File: src/rtl/calc_key_sequencer.sv
// Push-button front end for the calculator control unit: synchronise, debounce, edge-detect,
// then sequence startX/startY/startS requests. Define CALC_KEY_DEBOUNCE_EN to build in the debouncers.
module calc_key_sequencer #(
  parameter logic [15:0] DEB_CYCLES  = 16'd50000,
  parameter logic [15:0] ACK_TIMEOUT = 16'd255
) (
  input  logic       clk,
  input  logic       rst,
  input  logic       btn_enter,
  input  logic [3:0] btn_op,
  input  logic       btn_clr,
  input  logic       ldX,
  input  logic       ldY,
  input  logic       done,
  output logic       startX,
  output logic       startY,
  output logic       startS,
  output logic [1:0] sel,
  output logic       cu_clr,
  output logic [1:0] phase,
  output logic       busy,
  output logic       err
);

  typedef enum logic [2:0] {
    X_WAIT, X_REQ, Y_WAIT, Y_REQ, OP_WAIT, OP_REQ, RESULT
  } state_t;

  // Bit 0 = enter, bits 4:1 = op keys, bit 5 = clear.
  logic [5:0] sync1_q, sync2_q, lvl, lvl_q, ev_q;

  always_ff @(posedge clk or negedge rst) begin
    if (!rst) begin
      sync1_q <= '0;
      sync2_q <= '0;
    end else begin
      sync1_q <= {btn_clr, btn_op, btn_enter};
      sync2_q <= sync1_q;
    end
  end

`ifdef CALC_KEY_DEBOUNCE_EN
  logic [5:0]  deb_q;
  logic [15:0] cnt_q [6];

  // A new level is accepted once it has differed from the held level for DEB_CYCLES cycles.
  always_ff @(posedge clk or negedge rst) begin
    if (!rst) begin
      deb_q <= '0;
      for (int unsigned i = 0; i < 6; i++) cnt_q[i] <= '0;
    end else begin
      for (int unsigned i = 0; i < 6; i++) begin
        if (sync2_q[i] == deb_q[i]) begin
          cnt_q[i] <= '0;
        end else if (({1'b0, cnt_q[i]} + 17'd1) >= {1'b0, DEB_CYCLES}) begin
          deb_q[i] <= sync2_q[i];
          cnt_q[i] <= '0;
        end else if (cnt_q[i] != '1) begin
          cnt_q[i] <= cnt_q[i] + 16'd1;
        end
      end
    end
  end

  assign lvl = deb_q;
`else
  assign lvl = sync2_q;
`endif

  always_ff @(posedge clk or negedge rst) begin
    if (!rst) begin
      lvl_q <= '0;
      ev_q  <= '0;
    end else begin
      lvl_q <= lvl;
      ev_q  <= lvl & ~lvl_q;
    end
  end

  state_t      state_q, state_d;
  logic [1:0]  sel_q, sel_d;
  logic        err_q, err_d;
  logic        clr_q, clr_d;
  logic [15:0] tmo_q, tmo_d;
  logic        enter_ev, clr_ev, ack, tmo_hit;
  logic [3:0]  op_ev;

  assign enter_ev = ev_q[0];
  assign op_ev    = ev_q[4:1];
  assign clr_ev   = ev_q[5];
  assign ack      = (state_q == X_REQ && ldX) || (state_q == Y_REQ && ldY) ||
                    (state_q == OP_REQ && done);
  // Terminal count: this is the ACK_TIMEOUT-th cycle the request has been waiting.
  assign tmo_hit  = ({1'b0, tmo_q} + 17'd1) >= {1'b0, ACK_TIMEOUT};

  always_ff @(posedge clk or negedge rst) begin
    if (!rst) begin
      state_q <= X_WAIT;
      sel_q   <= '0;
      err_q   <= 1'b0;
      clr_q   <= 1'b0;
      tmo_q   <= '0;
    end else begin
      state_q <= state_d;
      sel_q   <= sel_d;
      err_q   <= err_d;
      clr_q   <= clr_d;
      tmo_q   <= tmo_d;
    end
  end

  always_comb begin
    state_d = state_q;
    sel_d   = sel_q;
    err_d   = err_q;
    clr_d   = 1'b0;
    if (clr_ev) begin
      state_d = X_WAIT;
      clr_d   = 1'b1;
      err_d   = 1'b0;
    end else begin
      unique case (state_q)
        X_WAIT:  if (enter_ev) state_d = X_REQ;
        Y_WAIT:  if (enter_ev) state_d = Y_REQ;
        RESULT:  if (enter_ev) state_d = X_REQ;
        OP_WAIT: begin
          if (op_ev != '0) begin
            state_d = OP_REQ;
            if (op_ev[0])      sel_d = 2'd0;
            else if (op_ev[1]) sel_d = 2'd1;
            else if (op_ev[2]) sel_d = 2'd2;
            else               sel_d = 2'd3;
          end
        end
        X_REQ, Y_REQ, OP_REQ: begin
          if (ack) begin
            if (state_q == X_REQ)      state_d = Y_WAIT;
            else if (state_q == Y_REQ) state_d = OP_WAIT;
            else                       state_d = RESULT;
          end else if (tmo_hit) begin
            state_d = X_WAIT;
            err_d   = 1'b1;
            clr_d   = 1'b1;
          end
        end
        default: state_d = X_WAIT;
      endcase
    end
    tmo_d = '0;
    if (busy && state_d == state_q) tmo_d = tmo_q + 16'd1;
  end

  always_comb begin
    phase = 2'd0;
    unique case (state_q)
      Y_WAIT, Y_REQ:   phase = 2'd1;
      OP_WAIT, OP_REQ: phase = 2'd2;
      RESULT:          phase = 2'd3;
      default:         phase = 2'd0;
    endcase
  end

  assign startX = (state_q == X_REQ);
  assign startY = (state_q == Y_REQ);
  assign startS = (state_q == OP_REQ);
  assign busy   = startX | startY | startS;
  assign sel    = sel_q;
  assign cu_clr = clr_q;
  assign err    = err_q;

endmodule

File: config.mk
export PLATFORM = sky130hd
export DESIGN_NAME = calc_key_sequencer
export DESIGN_NICKNAME = d
export VERILOG_FILES = /design/src/rtl/calc_key_sequencer.sv
export SDC_FILE = /design/constraint.sdc
export NUM_CORES = 1
export LEC_CHECK = 0
export BUFFER_PORTS_ARGS = -buffer_cell sky130_fd_sc_hd__buf_2
export CAP_MARGIN = 20
export CORE_MARGIN = 2
export CORE_UTILIZATION = 50
export DETAILED_ROUTE_END_ITERATION = 8
export PLACE_DENSITY = 0.76
export SLEW_MARGIN = 0
export SYNTH_ARGS = -nofsm -noshare
export SYNTH_HDL_FRONTEND = slang
export SYNTH_SLANG_ARGS = --single-unit
File: constraint.sdc
create_clock -name clk -period 2.54 [get_ports clk]
set_clock_uncertainty 0.05 [all_clocks]
set_input_delay 0.127 -clock clk [delete_from_list [all_inputs] [get_ports clk]]
set_output_delay 0.127 -clock clk [all_outputs]
set_load 0.01 [all_outputs]
==> flow_summary.toml, run 1 <==
[worst_setup_path]
path_class = "reg2reg"
end_kind = "flop"
worstSetupStartpointType = "flop"
crit_fanout = 10
cp.arrival_ns = 2.52
worstPathRequired_ns = 2.68

[routing]
drt_wl_total_um = 3350
via_count = 1372
wl_per_cell_um = 13.2
top_layer = "met4"
ant_nets = 0
wl_met2_um = 1640
post-route-drc-count = 0
first_iter_violations = 92
drt-vias-per-instance = 5.40
route.met3.wl_um = 153
met1_length_um = 1460
drt_pass1_iterations = 4

[sta]
setup_viol = 0
max_freq_mhz = 421
tns_ns = 0
report.final.slew_viol_count = 0
worst_pin_slew_ns = 0.601
finalCritPeriodShare_pct = 93.6
period_needed_ns = 2.38
whs_ns = 0.0984
slew_headroom_pct = 59.9
grt_setup_unrepaired = "false"
hold_viol = 0

[final_layout]
seq_area_um2 = 1180
area_growth_pct = 17.7
fin_util_pct = 60.4
antenna_cells = 0
final_area_um2 = 2380
layout-drive-gt1-share_pct = 21.1
multi_input_area_um2 = 836
final_common_cell = "dfrtp_1"
nFillCells = 308
nets = 216
layout_common_cells = "47 x dfrtp_1, 20 x buf_2, 14 x nand2_1"

[place]
io_buffers = 20
dp_hpwl_um = 2360
placed_area_um2 = 2180
gp_congestion = 0.788

[grt]
antenna_found_initial = 0
overflow = 0
grt_pass1_wl_um = 5880
grt_pass1_vias = 1348
track_usage_pct = 17.5
grt_max_degree = 48

[yosys]
syn-cell-area_um2 = 2020
synth_cells = 167
synthArstFlopShare_pct = 100
yosysSeqAreaShare_pct = 58.1
synth-edff-count = 0
synth_ff_type = "dfrtp_1"
yosys_warnings = 0
syn_avg_cell_area_um2 = 12.1
ys_types = 49
ys_ff_latch = 47

[run_status]
status = "finished clean"

[pwr]
p_total_w = 0.00160
ir_drop_mv = 0.428
power_density_nw_per_um2 = 673
leakage_nw = 1.04

[floorplan]
die_h_um = 67.6
initial_core_util_pct = 51.3
die_w_um = 67.6
rows = 23
dieArea_um2 = 4570
io_pins = 21
coreArea_um2 = 3940

[clock_network]
cts_root_buf = "clkbuf_8"
clock_sink_count = 47
cts_max_level = 2
cts.path.max_buffers = 2
clock_latency_ns = 0.30
cts_tree = "built"
post_cts_buffers = 0
cts_made_buffers = 5
clk_pin_slew_ns = 0.09

[job]
drv_cap = 0

[hold_path]
hold_class = "in2reg"
[per-stage QoR]
| stage | instances | worst slack (ns) |
|---|---|---|
| final | 254 | 0.163 |
| after global routing | 254 | 0.0130 |
| after CTS | 253 | 0.113 |
| after detailed placement | 238 | 0.139 |
| after global placement | 238 | 0.240 |
| after floorplan | 174 | 0.290 |
[cell families (layout without fill, tap and decap cells)]
logic type	after synthesis	after routing	synth area share [%]
buffers and inverters	11	41	2.29
muxes	4	4	2.10
DFF	47	47	58.1
other	1	8	0.185
adders and majority gates	2	2	1.24
xor gates and xnor gates	6	6	2.60
and+or+nand+nor	64	64	18.8
AOI/OAI and AO/OA	32	32	14.7
[critical path: stages (launching register included)]
cell and delay, ns:
dfrtp_1 0.45, ha_1 0.25, and3_2 0.27, nand4_2 0.13, mux2_1 0.34, o32ai_2 0.21, o211ai_4 0.23, nor4_1 0.34
[final timing paths]
kind                                  from         end  slack (ns)  cells past startpoint
worst max-delay path              tmo_q[0]    tmo_q[2]        0.16                      7
worst min-delay path                   ldY  state_q[1]         0.1                      4
worst max register to register    tmo_q[0]    tmo_q[2]        0.16                      7
worst min register to register  sync1_q[1]      lvl[1]        0.30                      0
max in group asynchronous              rst    tmo_q[9]        1.90                      3
min in group asynchronous              rst      lvl[3]        0.11                      2
[layer usage]
layer,vias to the layer above,track usage [%]
met1,662,21.2
met5,-,0
met4,0,10.2
met2,32,27.5
met3,12,5.17
li1,666,-
[synth_stat cells, types with 3 or more instances]
| cell | number | area [µm²] |
|---|---|---|
| a21oi_1 | 4 | 20.0 |
| clkbuf_1 | 4 | 15.0 |
| dfrtp_1 | 47 | 1180 |
| inv_1 | 5 | 18.8 |
| nand2_1 | 14 | 52.6 |
| nand3_1 | 3 | 15.0 |
| nand4_1 | 4 | 25.0 |
| nor2_1 | 10 | 37.5 |
| nor2b_1 | 9 | 56.3 |
| nor4_1 | 5 | 31.3 |
| nor4_2 | 3 | 37.5 |
| o31ai_1 | 4 | 30.0 |
| xnor2_1 | 3 | 26.3 |
| xor2_1 | 3 | 26.3 |
[cell type report]
class,instances,share of cell area (%)
Timing Repair Buffer,28,7.99
Clock buffer,5,2.89
Inverter,5,0.788
Tap cell,50,2.63
Multi-Input combinational cell,116,35.1
Clock inverter,3,1.21
Sequential cell,47,49.4
[state kept, by name (all words and copies together), names as in the netlist]
| name | cells |
|---|---|
| err | 1 |
| lvl | 6 |
| lvl_q | 6 |
| state_q | 3 |
| ev_q | 6 |
| tmo_q | 16 |
| sel | 2 |
| cu_clr | 1 |
| sync1_q | 6 |
[report_power, final]
part / switching [W] / leakage, nW / total [W] / internal, W
sequential: 0.0000673 / 0.583 / 0.000873 / 0.000806
combinational: 0.000135 / 0.403 / 0.000250 / 0.000115
clock: 0.000272 / 0.0511 / 0.000480 / 0.000208
total: 0.000474 / 1.04 / 0.00160 / 0.00113
[what timing repair did]
| item | 4_1_cts | 5_1_grt |
|---|---|---|
| endpoints found under the setup margin | 0 | 7 |
| hold buffers | 7 | 0 |
| hold endpoints to repair | 53 | 0 |
| resized for setup | 0 | 2 |
Note: power is estimated with default switching activity, not from simulation.
==> run 2: changes to the inputs <==
BUFFER_PORTS_ARGS = not set   (was -buffer_cell sky130_fd_sc_hd__buf_2)
CTS_CLUSTER_SIZE = 40   (was not set)
DONT_BUFFER_PORTS = 1   (was not set)
PLACE_DENSITY = 0.72   (was 0.76)
==> flow_summary.toml, run 2 (same netlist as run 1, synthesis figures left out) <==
[place]
pre_cts_ws_ns = 0.0894
dp_hpwl_um = 2480
dp.cells = 218
gp_congestion = 0.757
placed_area_um2 = 2080
io_buffers = 0

[routing]
post-route-drc-count = 0
drt_wl_total_um = 3570
first_iter_violations = 67
via_count = 1317
drt-vias-per-instance = 5.60
drt_pass1_iterations = 5
wl_per_cell_um = 15.2
ant_nets = 0

[sta]
worst_pin_slew_ns = 0.595
setup_viol = 0
finalCritPeriodShare_pct = 93.1
slew_headroom_pct = 60.2
hold_viol = 0
report.final.slew_viol_count = 0
period_needed_ns = 2.36
tns_ns = 0
max_freq_mhz = 423
worst_slack_ns = 0.176
grt_setup_unrepaired = "false"

[final_layout]
nets = 197
layout-drive-gt1-share_pct = 13.0
regMostFlops = "tmo_q"
final_common_cell = "dfrtp_1"
nFillCells = 301
final_area_um2 = 2300
instances_no_fill = 235
antenna_cells = 0
layout_common_cells = "46 x dfrtp_1, 14 x nand2_1, 10 x nor2_1"
area_growth_pct = 13.6
largest_reg_flops = 16

[clock_network]
cts.path.max_buffers = 2
clock_sink_count = 47
cts_max_level = 2
clock_latency_ns = 0.30
cts_made_buffers = 5
clk_pin_slew_ns = 0.10
cts_tree = "built"
cts_root_buf = "clkbuf_8"

[floorplan]
rows = 23
coreArea_um2 = 3940
dieArea_um2 = 4570
initial_core_util_pct = 51.3
die_h_um = 67.6
die_w_um = 67.6
io_pins = 21

[pwr]
leakage_nw = 0.948
p_total_w = 0.00157
power_density_nw_per_um2 = 682
ir_drop_mv = 0.515

[hold_path]
hold_class = "in2reg"
min_from = "ldY"

[grt]
track_usage_pct = 17.9
antenna_found_initial = 0
grt_pass1_wl_um = 5950
overflow = 0
grt_pass1_vias = 1331
grt_max_degree = 48

[worst_setup_path]
cp.arrival_ns = 2.52
worstPathRequired_ns = 2.70
path_class = "reg2reg"
startpoint = "tmo_q[0]"
end_kind = "flop"
crit_fanout = 10
reg2reg_from = "tmo_q[0]"
worstSetupStartpointType = "flop"

[run_status]
status = "finished clean"

[job]
drv_cap = 0
run 2: cell types whose count changed in the layout (fill, tap and decap cells not counted):
cell	change
buf_12	-1
nor4_2	+1
buf_2	-20
o41ai_1	+1
buf_16	+1
dfrtp_1	-1
dlygate4sd3_1	+1
nor4_1	-1
o41ai_2	-1
dfrtp_2	+1
run 2: per-layer routing:
| layer | global-route usage [%] | up-vias | wire length, µm |
|---|---|---|---|
| li1 | - | 629 | - |
| met3 | 4.17 | 5 | 163 |
| met2 | 32.0 | 32 | 1860 |
| met1 | 19.6 | 651 | 1490 |
| met4 | 9.18 | 0 | 52 |
| met5 | 0 | - | 0 |
run 2: per-stage QoR:
step                hold WS, ns  util [%]
floorplan                -0.219         -
global placement         -0.218      52.9
detailed placement       -0.217      52.9
CTS                      0.0170      58.1
global route             0.0332      58.3
finish                   0.0253      58.3
run 2: worst max-delay path, cell delays in order (launching register included):
cell	delay, ns
dfrtp_2	0.46
ha_1	0.24
and3_2	0.27
nand4_2	0.12
mux2_1	0.34
o32ai_2	0.21
o211ai_4	0.23
a2111oi_4	0.34
run 2: layout make-up:
type | count | area [µm²] | area share, %
flip-flops and latches | 47 | 1180 | 51.2
well taps | 50 | 62.6 | 2.72
clock buffers | 5 | 68.8 | 2.99
inverters | 5 | 18.8 | 0.817
clock inverters | 3 | 28.8 | 1.25
repair buffers | 9 | 108 | 4.68
multi-input cells | 116 | 835 | 36.3
run 2: worst paths after layout:
kind,endpoint,slack [ns],cells past startpoint
max,tmo_q[5],0.18,7
min,state_q[2],0.03,3
max reg2reg,tmo_q[5],0.18,7
min reg2reg,lvl[0],0.31,0
max in group asynchronous,tmo_q[0],1.96,2
min in group asynchronous,sel[0],0.27,2
run 2: timing repair:
action / CTS / global route
hold endpoints to repair: 54 / 0
hold buffers: 9 / 0
setup endpoints to repair: 0 / 11
resized for setup: 0 / 3
buffers inserted: 0 / 0
run 2: report_power, final:
| group | switching [W] | leakage [nW] | total [W] | internal [W] |
|---|---|---|---|---|
| clock | 0.000270 | 0.0511 | 0.000477 | 0.000208 |
| combinational | 0.000114 | 0.316 | 0.000200 | 0.0000858 |
| sequential | 0.0000846 | 0.581 | 0.000890 | 0.000806 |
==> run 3: changes to the inputs <==
--- a/constraint.sdc
+++ b/constraint.sdc
@@ -3,3 +3,3 @@
 set_input_delay 0.127 -clock clk [delete_from_list [all_inputs] [get_ports clk]]
 set_output_delay 0.127 -clock clk [all_outputs]
-set_load 0.01 [all_outputs]
+set_load 0.1 [all_outputs]
==> flow_summary.toml, run 3 (same netlist as run 1, synthesis figures left out) <==
[run_status]
status = "finished clean"

[floorplan]
rows = 23
die_h_um = 67.6
coreArea_um2 = 3940
dieArea_um2 = 4570
initial_core_util_pct = 51.3
io_pins = 21
die_w_um = 67.6

[clock_network]
clock_sink_count = 47
cts_max_level = 2
cts.path.max_buffers = 2
clock_latency_ns = 0.31
cts_root_buf = "clkbuf_8"
post_cts_buffers = 0
clk_pin_slew_ns = 0.09
cts_made_buffers = 5
cts_tree = "built"

[routing]
ant_nets = 0
wl_per_cell_um = 14.7
via_count = 1381
drt_wl_total_um = 3570
drt-vias-per-instance = 5.68
first_iter_violations = 103
post-route-drc-count = 0
drt_pass1_iterations = 4

[grt]
grt_max_degree = 48
grt_pass1_vias = 1353
track_usage_pct = 18.6
antenna_found_initial = 0
grt_pass1_wl_um = 6270
overflow = 0

[worst_setup_path]
reg2reg_from = "tmo_q[0]"
cp.arrival_ns = 2.55
end_kind = "flop"
worstPathRequired_ns = 2.68
worstSetupStartpointType = "flop"
path_class = "reg2reg"
r2r-end = "state_q[0]"
reg2reg_depth = 7
crit_fanout = 7
rrSetupSlack_ns = 0.12

[sta]
hold_viol = 0
tns_ns = 0
report.final.slew_viol_count = 0
setup_viol = 0
grt_setup_unrepaired = "false"
worst_pin_slew_ns = 0.950
period_needed_ns = 2.42
finalCritPeriodShare_pct = 95.2
max_freq_mhz = 413
whs_ns = 0.0294
slew_headroom_pct = 36.7

[final_layout]
regMostFlops = "tmo_q"
antenna_cells = 0
area_growth_pct = 17.4
nFillCells = 322
layout-drive-gt1-share_pct = 18.1
layout_common_cells = "47 x dfrtp_1, 14 x nand2_1, 9 x nor2b_1, 9 x nor2_1"
final_common_cell = "dfrtp_1"
multi_input_area_um2 = 853
seq_area_um2 = 1180
nets = 205
largest_reg_flops = 16
instances_no_fill = 243

[pwr]
switchingPower_w = 0.000757
power_frac_seq_pct = 49.2
leakage_nw = 0.995
intPower_w = 0.00114
power_density_nw_per_um2 = 800
ir_drop_mv = 0.472
pwr-share-clk_pct = 25.2
power_switching_share_pct = 39.8
p_comb_share_pct = 25.6

[hold_path]
whs_endpoint = "state_q[2]"
worstHoldPathCells = 3
min_from = "ldY"
hold_class = "in2reg"

[place]
io_buffers = 0
dp.cells = 226
gp_congestion = 0.819
dp_hpwl_um = 2500

[job]
drv_cap = 0
## run 3: area by class of cell
| cell class | instances | area share, % |
|---|---|---|
| sequential | 47 | 49.5 |
| multi-input combinational | 116 | 35.9 |
| timing repair buffer | 17 | 7.06 |
| clock buffer | 5 | 2.90 |
| tap | 50 | 2.63 |
| clock inverter | 3 | 1.21 |
| inverter | 5 | 0.790 |
## run 3: power by group through the flow
| stage | combinational [W] | sequential (W) | clock, W |
|---|---|---|---|
| floorplan | 0.000302 | 0.00100 | 0 |
| global placement | 0.000451 | 0.000945 | 0 |
| detailed placement | 0.000460 | 0.000951 | 0 |
| CTS | 0.000490 | 0.000935 | 0.000492 |
| global route | 0.000519 | 0.000948 | 0.000533 |
| finish | 0.000487 | 0.000935 | 0.000479 |
## run 3: critical path, stage by stage (launching register included)
cell	delay, ns
dfrtp_1	0.45
ha_1	0.24
and3_2	0.27
nand4_2	0.13
mux2_1	0.35
o32ai_2	0.22
nand2_1	0.16
o41ai_1	0.42
## run 3: per-stage QoR
stage	total power (W)	area [µm²]	util [%]	setup WS [ns]
2_1_floorplan	0.00131	2050	-	0.0831
4_1_cts	0.00192	2370	60.2	0.0965
6_report	0.00190	2380	60.3	0.121
5_1_grt	0.00200	2380	60.3	0.00288
3_3_place_gp	0.00140	2170	55.0	0.245
3_5_place_dp	0.00141	2170	55.0	0.136
## run 3: worst max-delay path by stage
stage / startpoint / to / cells past startpoint
after detailed placement: tmo_q[0] / tmo_q[5] / 7
after global routing: tmo_q[0] / tmo_q[5] / 7
after global placement: tmo_q[0] / tmo_q[5] / 7
final: tmo_q[0] / state_q[0] / 7
after floorplan: state_q[1] / state_q[1] / 6
after CTS: tmo_q[0] / state_q[0] / 7
## run 3: repair_timing
item | 4_1_cts | 5_1_grt
resized for setup | 0 | 1
endpoints found under the setup margin | 0 | 7
hold buffers | 9 | 0
endpoints found under the hold margin | 54 | 0
## run 3: layer usage
layer | vias up | track usage (%) | wire length, µm
li1 | 649 | - | -
met4 | 0 | 8.42 | 68
met1 | 674 | 24.2 | 1500
met3 | 7 | 4.50 | 257
met5 | - | 0 | 0
met2 | 51 | 29.7 | 1750
